File: src/rtl/ped_button_conditioner.sv
// Pedestrian push-button front end: synchroniser, debounce FSM, request latch
// and saturating press counter. All outputs come straight from flops.
module ped_button_conditioner #(
  parameter int unsigned SYNC_STAGES     = 2,
  parameter int unsigned DEBOUNCE_CYCLES = 1000000,
  parameter int unsigned CNT_W           = 20
) (
  input  logic       clk,
  input  logic       rst_n,
  input  logic       button_raw,
  input  logic       ped_ack,
  output logic       ped_request,
  output logic       wait_lamp,
  output logic       btn_clean,
  output logic       press_pulse,
  output logic [7:0] press_count
);

  localparam logic [CNT_W-1:0] CntMax = CNT_W'(DEBOUNCE_CYCLES - 1);

  typedef enum logic [1:0] {
    StReleased     = 2'd0,
    StPressCheck   = 2'd1,
    StHeld         = 2'd2,
    StReleaseCheck = 2'd3
  } state_e;

  // ---------------------------------------------------------------------------
  // Synchroniser
  // ---------------------------------------------------------------------------
  logic [SYNC_STAGES-1:0] sync_q;
  logic                   btn_sync;

  always_ff @(posedge clk or negedge rst_n) begin
    if (!rst_n) begin
      sync_q <= '0;
    end else begin
      sync_q <= {sync_q[SYNC_STAGES-2:0], button_raw};
    end
  end

  assign btn_sync = sync_q[SYNC_STAGES-1];

  // ---------------------------------------------------------------------------
  // Debounce FSM
  // ---------------------------------------------------------------------------
  state_e           state_q, state_d;
  logic [CNT_W-1:0] cnt_q, cnt_d;
  logic             btn_clean_q, btn_clean_d;
  logic             press_pulse_q, press_pulse_d;

  always_ff @(posedge clk or negedge rst_n) begin
    if (!rst_n) begin
      state_q       <= StReleased;
      cnt_q         <= '0;
      btn_clean_q   <= 1'b0;
      press_pulse_q <= 1'b0;
    end else begin
      state_q       <= state_d;
      cnt_q         <= cnt_d;
      btn_clean_q   <= btn_clean_d;
      press_pulse_q <= press_pulse_d;
    end
  end

  always_comb begin
    state_d = state_q;
    cnt_d   = cnt_q;
    case (state_q)
      StReleased: begin
        if (btn_sync) begin
          state_d = StPressCheck;
          cnt_d   = '0;
        end
      end
      StPressCheck: begin
        if (!btn_sync) begin
          state_d = StReleased;
          cnt_d   = '0;
        end else if (cnt_q == CntMax) begin
          state_d = StHeld;
        end else begin
          cnt_d = cnt_q + CNT_W'(1);
        end
      end
      StHeld: begin
        if (!btn_sync) begin
          state_d = StReleaseCheck;
          cnt_d   = '0;
        end
      end
      StReleaseCheck: begin
        if (btn_sync) begin
          state_d = StHeld;
        end else if (cnt_q == CntMax) begin
          state_d = StReleased;
        end else begin
          cnt_d = cnt_q + CNT_W'(1);
        end
      end
      default: begin
        state_d = StReleased;
        cnt_d   = '0;
      end
    endcase
  end

  // Outputs are decoded from the next state and registered, so they change on
  // the same edge the FSM enters the corresponding state.
  always_comb begin
    btn_clean_d   = (state_d == StHeld) || (state_d == StReleaseCheck);
    press_pulse_d = (state_q == StPressCheck) && (state_d == StHeld);
  end

  // ---------------------------------------------------------------------------
  // Request latch and press counter
  // ---------------------------------------------------------------------------
  logic       req_q;
  logic [7:0] count_q;

  always_ff @(posedge clk or negedge rst_n) begin
    if (!rst_n) begin
      req_q <= 1'b0;
    end else if (press_pulse_q) begin
      req_q <= 1'b1;  // set dominates a coincident acknowledge
    end else if (ped_ack) begin
      req_q <= 1'b0;
    end
  end

  always_ff @(posedge clk or negedge rst_n) begin
    if (!rst_n) begin
      count_q <= '0;
    end else if (press_pulse_q && (count_q != 8'hFF)) begin
      count_q <= count_q + 8'd1;
    end
  end

  assign ped_request = req_q;
  assign wait_lamp   = req_q;
  assign btn_clean   = btn_clean_q;
  assign press_pulse = press_pulse_q;
  assign press_count = count_q;

endmodule

File: config.mk
export PLATFORM = sky130hd
export DESIGN_NAME = ped_button_conditioner
export DESIGN_NICKNAME = d
export VERILOG_FILES = /design/src/rtl/ped_button_conditioner.sv
export SDC_FILE = /design/constraint.sdc
export NUM_CORES = 1
export LEC_CHECK = 0
export CORE_MARGIN = 2
export CORE_UTILIZATION = 55
export DETAILED_ROUTE_END_ITERATION = 10
export PLACE_DENSITY_LB_ADDON = 0.1
export SLEW_MARGIN = 15
export SYNTH_ARGS = -nofsm -noshare
export SYNTH_HDL_FRONTEND = slang
export SYNTH_SLANG_ARGS = --single-unit
File: constraint.sdc
create_clock -name clk -period 2.5 [get_ports clk]
set_input_delay 0.5 -clock clk [delete_from_list [all_inputs] [get_ports clk]]
set_output_delay 0.5 -clock clk [all_outputs]
set_load 0.03 [all_outputs]
# After elaboration in Yosys (flattened, before gate mapping)
# Index checks and enable logic that the tools add are counted.
# W data, S select, Z words.
# classes
addsub	2
n_eq_ne	10
n_mux	15
reduce_logical	6
# op_table
op	n
$mux W20	5
$pmux W20 S4	1
$add A20 B1 Y20 const B	1
$eq A20 B20 Y1 const B	1
$mux W2	6
$add A8 B1 Y8 const B	1
$eq A2 B2 Y1 const B	4
$ne A8 B8 Y1 const B	1
$pmux W2 S4	1
$ne A2 B2 Y1 const B	3
$reduce_and A3 Y1	1
$eq A2 B1 Y1 const B	1
$logic_and A1 B1 Y1	2
$logic_not A2 Y1	1
$mux W1	2
$reduce_bool A2 Y1	1
$logic_or A1 B1 Y1	1
# totals
register_bits	35

# Longest topological paths before layout
# Gate-level depths: netlist of run 1.
# depth
word_depth	6
mapped_depth	5

# Least setup slack after synthesis of run 1
# OpenSTA, ideal clock, no wires.
# synth_timing
path_kind	register -> register
start	reg cnt_q[8]
end	reg btn_clean_q (netlist: btn_clean)
arrival_ns	1.815
required_time_ns	2.373
slack_ns	0.558
stages_incl_launch_ff	5
period_less_slack_ns	1.942
cell_sequence	dfrtp_1 > or4b_4 > nor4_4 > nand3_2 > mux2_1
# synth_between
elab_chain_cells	6
# synth_rtl
item	line	rtl
start: declaration	48	logic [CNT_W-1:0] cnt_q, cnt_d;
start signal: assignment	60	cnt_q <= cnt_d;
$eq A20 B20 Y1 *	80, 95	
$mux W2, on equally long branches	95, 80	
$mux W2, on equally long branches	93, 77	
$pmux W2 S4 *	69	case (state_q)
$eq A2 B2 Y1	111	btn_clean_d = (state_d == StHeld) || (state_d == StReleaseCheck);
$logic_or A1 B1 Y1 *	111	
net btn_clean_d	49	logic btn_clean_q, btn_clean_d;
end signal: assignment	61	btn_clean_q <= btn_clean_d;
end: declaration	49	
# The timed path passes the listed nets; every way through them passes the cells marked *.
# A chain may end at the register's enable or synchronous reset.

# Worst setup path in the final report of run 1
# Same ends and word-level chain as after synthesis.

==> impl_metrics.toml, run 1 <==
[sta]
finClkSkew_ns = 0.00362
setup_viol = 0
worst_slew_pin_slew_ns = 0.714
period_minus_slack_ns = 2.12
max_freq_mhz = 472
slew-limit-headroom_pct = 52.0
setup_tns_ns = 0
rsz0062_at_grt = "no"
finalWorstSetupSlack_ns = 0.383
hold_ws_ns = 0.375
fin_crit_sh_pct = 84.7
hold_viol = 0
maxSlewViolCount = 0

[synth]
syn_nets = 194
synthXorXnorAreaFrac_pct = 3.83
syn-cell-area_um2 = 1830
async_reset_ff_share_pct = 100
yosys_warnings = 0
ys_types = 45
synth_edf_count = 0
synth_ff_type = "dfrtp_1"
synth_simple_gate_area_share_pct = 26.5
seq_area_frac_synth_pct = 47.8
muxShareOfSynthArea_pct = 2.39
synth_fa_ha_area_share_pct = 1.37
synth-seq-cells = 35
synthCells = 188
synth_top_family_by_area = "simple AND/OR/NAND/NOR gates"
synth_area_per_cell_um2 = 9.74
synth_compound_area_share_pct = 14.4

[min_path]
holdCritPathClass = "flop to flop"

[power]
leakage_nw = 0.889
ir_drop_mv = 0.262
power_mw = 0.919
pwr_density_cell_nw_per_um2 = 443

[drt]
totalWireLength_mm = 3.78
ant_nets = 0
first_iter_violations = 52
vias = 1572
viasPerCell = 6.26
drcViolationCount = 0
drt_first_pass_iters = 4
routed.top_layer = "met4"
wl_per_cell_um = 15.0
dr_wl_met3_um = 186
dr_wl_met2_mm = 1.80
met1_length_mm = 1.70

[finish]
layout_common_cells = "dfrtp_1 (35), nand2_1 (21), clkdlybuf4s50_1 (15)"
finish.utilization_pct = 66.9
finalNonFillerCells = 251
drive_gt1_share_pct = 7.25
fin_area_um2 = 2080
final_common_cell = "dfrtp_1"
synthToLayoutAreaGrowth_pct = 13.3
fillers = 265
finalNetCount = 212
antenna_cells = 0

[critical_path]
r2r_slack_ns = 0.38
crit_type = "flop to flop"
cp-end-kind = "flop"
critPathMaxFanout = 8
critPathArrivalTime_ns = 2.35
startpoint_type = "flop"
worstPathRequired_ns = 2.73

[floorplanning]
coreArea_um2 = 3100
ios = 16
die_w_um = 61.7
start_util_pct = 59.0
dieArea_um2 = 3810
num_rows = 20
die_h_um = 61.7

[global_route]
grt_max_degree = 36
globalRouteOverflowTotal = 0
grtUsageTotal_pct = 23.6
antenna_found_initial = 0
grt_pass1_wl_mm = 6.60
first_global_vias = 1528

[run]
drv_cap = 0

[cts]
holdBufCountCts = 0
clkSinkCount = 35
h-tree-depth = 2
worstSkewPairLatency_ns = 0.34
post_cts_buffers = 0
clk_pin_slew_worst_paths_ns = 0.10
cts_made_buffers = 5
cts_tree = "yes"
clockBufferDepth = 2
cts_resized = 0
cts_root_buf = "clkbuf_4"

[placement]
dpl.hpwl_mm = 2.61
dp_cells = 243
port_buffers = 15
pre_cts_ws_ns = 0.410
dpl-instance-area_um2 = 2030
gp_congestion = 0.872

[status]
status = "complete, no violations"
## power by group
group	internal [mW]	switching [mW]	leakage [nW]	total, mW
combinational	0.0154	0.0344	0.379	0.0498
clock	0.110	0.183	0.0293	0.293
sequential	0.571	0.00600	0.481	0.577
## layer usage
layer	track usage [%]	vias to the layer above
met3	7.45	9
met4	10.6	0
met1	29.8	774
met5	0	-
met2	37.4	40
li1	-	749
## path summary, 6_finish.rpt
path                            from             end  cells after the start
min in group asynchronous      rst_n       sync_q[1]                      2
setup / recovery            cnt_q[8]       btn_clean                      4
max in group asynchronous      rst_n  press_count[5]                      2
setup reg to reg            cnt_q[8]       btn_clean                      4
hold reg to reg            sync_q[0]       sync_q[1]                      0
hold / removal             sync_q[0]       sync_q[1]                      0
## critical path, cell delays in order, from the launching register on
cell     delay [ns]
dfrtp_1        0.45
or4b_4         0.56
nor4_4         0.48
nand3_2        0.17
mux2_1         0.35
## cells by family (layout without fill, tap and decap cells)
logic type,count (synthesis),in the layout
AO/OA/AOI/OAI,40,40
flip-flops,35,35
multiplexers,4,4
buffers and inverters,17,36
XOR/XNOR,8,8
adder cells (fa/ha/maj),2,2
AND/OR/NAND/NOR,82,82
## area by class of cell
cell class                      instances  area, um^2  share of cell area, %
Clock inverter                          1        5.00                  0.241
Multi-Input combinational cell        136         888                   42.8
Tap cell                               44        55.1                   2.65
Sequential cell                        35         876                   42.2
Clock buffer                            7        45.0                   2.17
Timing Repair Buffer                   17         165                   7.96
Inverter                               11        41.3                   1.99
## state kept, by name, indices dropped and copies added, names as in the netlist
register     count
cnt_q           20
ped_request      1
press_pulse      1
sync_q           2
btn_clean        1
press_count      8
state_q          2
## cells in the mapped netlist (2+ instances only)
cell	instances	share of area, %
a211oi_1	2	0.82
a21o_1	3	1.2
a21oi_1	10	2.7
a311oi_1	2	0.96
a31oi_1	2	0.68
a32oi_1	2	0.96
and3_1	6	2.0
clkbuf_1	5	1.0
dfrtp_1	35	48
ha_1	2	1.4
inv_1	11	2.3
mux2_1	2	1.2
nand2_1	21	4.3
nand3_1	9	2.5
nand4_1	10	3.4
nor2_1	7	1.4
nor3_1	2	0.55
nor4_1	4	1.4
o211ai_1	8	3.3
o21ai_0	5	1.4
o22ai_1	3	1.0
or3_1	4	1.4
or4_1	5	2.0
xnor2_1	4	1.9
xor2_1	4	1.9
(Power assumes the default switching activity.)
==> inputs of run 2 (changes only) <==
==> constraint.sdc (replaced) <==
create_clock -name clk -period 2.02 [get_ports clk]
set_input_delay 0.404 -clock clk [delete_from_list [all_inputs] [get_ports clk]]
set_output_delay 0.404 -clock clk [all_outputs]
set_load 0.03 [all_outputs]
==> impl_metrics.toml, run 2 (synthesized netlist as in run 1, its figures left out) <==
[drt]
first_iter_violations = 92
vias = 1642
drt_first_pass_iters = 4
drcViolationCount = 0
wl_per_cell_um = 14.9
totalWireLength_mm = 3.93
viasPerCell = 6.22
ant_nets = 0

[critical_path]
startpoint_type = "flop"
crit_type = "flop to flop"
worstPathRequired_ns = 2.26
critPathArrivalTime_ns = 2.15
critPathMaxFanout = 4
cp-end-kind = "flop"

[global_route]
first_global_vias = 1506
globalRouteOverflowTotal = 0
grt_pass1_wl_mm = 6.71
antenna_found_initial = 0
grtUsageTotal_pct = 24.3
grt_max_degree = 36

[power]
ir_drop_mv = 0.445
p_seq_share_pct = 61.6
internal_power_mw = 0.889
clock_power_share_pct = 32.9
pwr_density_cell_nw_per_um2 = 530
comb_power_share_pct = 5.6
leakage_nw = 0.966
switching_share_pct = 23.4
netSwitchingPower_mw = 0.271

[cts]
post_cts_buffers = 0
cts_resized = 0
cts_made_buffers = 5
clockBufferDepth = 2
cts_root_buf = "clkbuf_4"
cts_tree = "yes"
holdBufCountCts = 0
worstSkewPairLatency_ns = 0.33
h-tree-depth = 2
clk_pin_slew_worst_paths_ns = 0.10
clkSinkCount = 35

[sta]
setup_tns_ns = 0
max_freq_mhz = 524
period_minus_slack_ns = 1.91
rsz0062_at_grt = "no"
setup_viol = 0
maxSlewViolCount = 0
hold_ws_ns = 0.372
fin_crit_sh_pct = 94.5
worst_slew_pin_slew_ns = 0.460
hold_viol = 0
slew-limit-headroom_pct = 69.3
finClkSkew_ns = 0.00361

[run]
drv_cap = 0

[floorplanning]
die_w_um = 61.7
start_util_pct = 59.0
die_h_um = 61.7
coreArea_um2 = 3100
num_rows = 20
ios = 16
dieArea_um2 = 3810

[finish]
finalNonFillerCells = 264
drive_gt1_share_pct = 13.6
largest_reg_flops = 20
finalNetCount = 226
regMostFlops = "cnt_q"
final_common_cell = "dfrtp_1"
antenna_cells = 0
finish.utilization_pct = 70.5
synthToLayoutAreaGrowth_pct = 19.4
layout_common_cells = "dfrtp_1 (35), nand2_1 (21), buf_4 (16)"

[placement]
gp_congestion = 0.919
dp_cells = 257
dpl.hpwl_mm = 2.83
port_buffers = 15

[status]
status = "complete, no violations"

[min_path]
holdCritPathClass = "flop to flop"
-- run 2: changes by cell type in the layout (fill, tap and decap cells not counted), sizes merged --
cell	change
clkbuf	-1
buf	+14
-- run 2: power groups by stage --
stage	clock, mW	combinational [mW]	sequential (mW)
floorplan	0	0.0327	0.726
global placement	0	0.0634	0.727
detailed placement	0	0.0656	0.728
CTS	0.396	0.0654	0.714
global route	0.427	0.0733	0.716
finish	0.381	0.0645	0.714
-- run 2: path summary, 6_finish.rpt --
| kind | startpoint | endpoint | slack, ns | cells after the start |
|---|---|---|---|---|
| min in group asynchronous | rst_n | press_count[6] | 0.47 | 2 |
| setup / recovery | cnt_q[8] | cnt_q[5] | 0.11 | 5 |
| setup reg to reg | cnt_q[8] | cnt_q[5] | 0.11 | 5 |
| hold / removal | sync_q[0] | sync_q[1] | 0.37 | 0 |
| hold reg to reg | sync_q[0] | sync_q[1] | 0.37 | 0 |
| max in group asynchronous | rst_n | press_count[1] | 1.24 | 2 |
-- run 2: through the flow --
stage,cell area [um^2],worst slack (ns),power [mW]
2_1_floorplan,1830,0.0777,0.758
3_3_place_gp,2130,0.183,0.791
3_5_place_dp,2130,0.0971,0.793
4_1_cts,2190,0.106,1.18
5_1_grt,2190,0.0283,1.22
6_report,2190,0.111,1.16
-- run 2: metal layers --
| metal | track usage, % | vias to the layer above | part of all wire, % |
|---|---|---|---|
| met5 | 0 | - | 0 |
| met4 | 9.42 | 0 | 1.8 |
| met3 | 7.87 | 8 | 5.4 |
| met2 | 39.7 | 58 | 49 |
| met1 | 30.2 | 800 | 44 |
| li1 | - | 776 | - |
-- run 2: final cells by class --
class / instances / area, um^2
clock inverters: 1 / 5.00
repair buffers: 31 / 270
multi-input cells: 136 / 888
fillers: 264 / 916
well taps: 44 / 55.1
inverters: 11 / 41.3
flip-flops and latches: 35 / 876
clock buffers: 6 / 51.3
-- run 2: critical path, stage by stage (launching register included) --
cell and delay, ns:
dfrtp_1 0.39, or4b_4 0.55, nor4_4 0.35, buf_4 0.18, nand2_1 0.10, a311oi_1 0.24
==> inputs of run 3 (changes only) <==
--- a/config.mk
+++ b/config.mk
@@ -8,8 +8,9 @@
 export CORE_MARGIN = 2
 export CORE_UTILIZATION = 55
 export DETAILED_ROUTE_END_ITERATION = 10
-export PLACE_DENSITY_LB_ADDON = 0.1
-export SLEW_MARGIN = 15
+export HOLD_SLACK_MARGIN = 0.1
+export PLACE_DENSITY = 0.86
+export SLEW_MARGIN = 0
 export SYNTH_ARGS = -nofsm -noshare
 export SYNTH_HDL_FRONTEND = slang
 export SYNTH_SLANG_ARGS = --single-unit
==> impl_metrics.toml, run 3 (synthesized netlist as in run 1, its figures left out) <==
[finish]
synthToLayoutAreaGrowth_pct = 18.1
fin_area_um2 = 2160
regMostFlops = "cnt_q"
layout_common_cells = "dfrtp_1 (35), nand2_1 (21), clkdlybuf4s50_1 (14)"
multi_input_area_um2 = 888
seqCellArea_um2 = 876
drive_gt1_share_pct = 12.0
largest_reg_flops = 20
final_common_cell = "dfrtp_1"
antenna_cells = 0
finalNetCount = 221
fillers = 239

[critical_path]
critical-path-top-delay-family = "simple AND/OR/NAND/NOR gates"
critPathArrivalTime_ns = 2.17
cp_cell_sequence = "or4b_4, nor4_4, nand3_2, mux2_1"
startpoint_type = "flop"
worstPathRequired_ns = 2.26
crit_type = "flop to flop"
startpoint = "cnt_q[16]"
cpMaxStageDelayCell = "or4b_4"
crit_buf_inv = 0
critPathMaxFanout = 7
cpPeakStageDelay_ns = 0.50
reg2reg_from = "cnt_q[16]"
cp-end-kind = "flop"

[drt]
viasPerCell = 6.33
first_iter_violations = 93
ant_nets = 0
routed.top_layer = "met4"
dr_wl_met2_mm = 2.19
wl_per_cell_um = 16.6
met1_length_mm = 1.76
drt_first_pass_iters = 4
totalWireLength_mm = 4.31
dr_wl_met3_um = 244
drcViolationCount = 0
vias = 1647

[floorplanning]
start_util_pct = 59.0
num_rows = 20
die_w_um = 61.7
ios = 16
coreArea_um2 = 3100
dieArea_um2 = 3810
die_h_um = 61.7

[placement]
gp_congestion = 0.930
dpl.hpwl_mm = 3.14
dpl-instance-area_um2 = 2090
port_buffers = 15

[sta]
setup_tns_ns = 0
rsz0062_at_grt = "no"
maxSlewViolCount = 0
setup_viol = 0
period_minus_slack_ns = 1.93
worst_slew_pin_slew_ns = 0.447
max_freq_mhz = 518
slew-limit-headroom_pct = 70.2
finClkSkew_ns = 0.00835
hold_viol = 0
fin_crit_sh_pct = 95.5

[power]
ir_drop_mv = 0.521
power_mw = 1.21
pwr_density_cell_nw_per_um2 = 557
leakage_nw = 0.958

[cts]
worstSkewPairLatency_ns = 0.36
cts_tree = "yes"
cts_made_buffers = 5
h-tree-depth = 2
clockBufferDepth = 2
cts_root_buf = "clkbuf_4"
holdBufCountCts = 0
clk_pin_slew_worst_paths_ns = 0.11
clkSinkCount = 35

[run]
drv_cap = 0

[status]
status = "complete, no violations"

[global_route]
grt_max_degree = 36
grt_pass1_wl_mm = 7.44
globalRouteOverflowTotal = 0
grtUsageTotal_pct = 27.2
antenna_found_initial = 0
first_global_vias = 1705

[min_path]
hold_path_startpoint = "sync_q[0]"
holdCritPathClass = "flop to flop"
==> run 3: cell types whose count changed in the layout (fill, tap and decap cells not counted) <==
cell | before | now
clkinv_4 | 0 | 1
buf_4 | 16 | 11
clkinvlp_4 | 0 | 1
clkinv_2 | 1 | 0
dlymetal6s2s_1 | 0 | 1
clkdlybuf4s50_1 | 15 | 14
==> run 3: worst register-to-register path, stage by stage (launching register included) <==
cell	delay (ns)
dfrtp_1	0.46
or4b_4	0.50
nor4_4	0.36
nand3_2	0.15
mux2_1	0.35
==> run 3: worst paths after layout <==
path | end | slack [ns] | cells past startpoint
worst max register to register | state_q[1] | 0.09 | 4
max in group asynchronous | cnt_q[3] | 1.27 | 2
min in group asynchronous | press_count[1] | 0.44 | 2
worst max-delay path | state_q[1] | 0.09 | 4
worst min register to register | sync_q[1] | 0.40 | 0
worst min-delay path | sync_q[1] | 0.40 | 0
==> run 3: through the flow <==
stage,setup slack (ns),hold WS [ns],utilization [%],std cells
floorplan,0.0777,0.108,-,188
global placement,0.193,0.342,67.5,252
detailed placement,0.107,0.376,67.5,252
CTS,0.0654,0.403,69.6,260
global route,0.0334,0.415,69.7,260
finish,0.0907,0.403,69.7,260
==> run 3: what timing repair did <==
item / in CTS / in global routing
resized for setup: 0 / 1
hold endpoints to repair: 0 / 0
setup endpoints to repair: 0 / 1
buffers inserted: 0 / 0
==> run 3: final cells by class <==
cell class | count | area share, %
multi-input combinational | 136 | 41.1
timing repair buffer | 26 | 10.9
inverter | 11 | 1.91
tap | 44 | 2.54
clock buffer | 6 | 2.37
clock inverter | 2 | 0.752
sequential | 35 | 40.5
==> run 3: power breakdown <==
group	internal (mW)	leakage [nW]	switching [mW]
Sequential	0.707	0.481	0.00782
Combinational	0.0203	0.443	0.0437
Clock	0.171	0.0345	0.256
==> run 3: per-layer routing <==
layer,vias up,GRT usage (%)
met5,-,0
met4,0,17.3
met3,15,7.87
met2,62,42.9
met1,806,32.6
li1,764,-
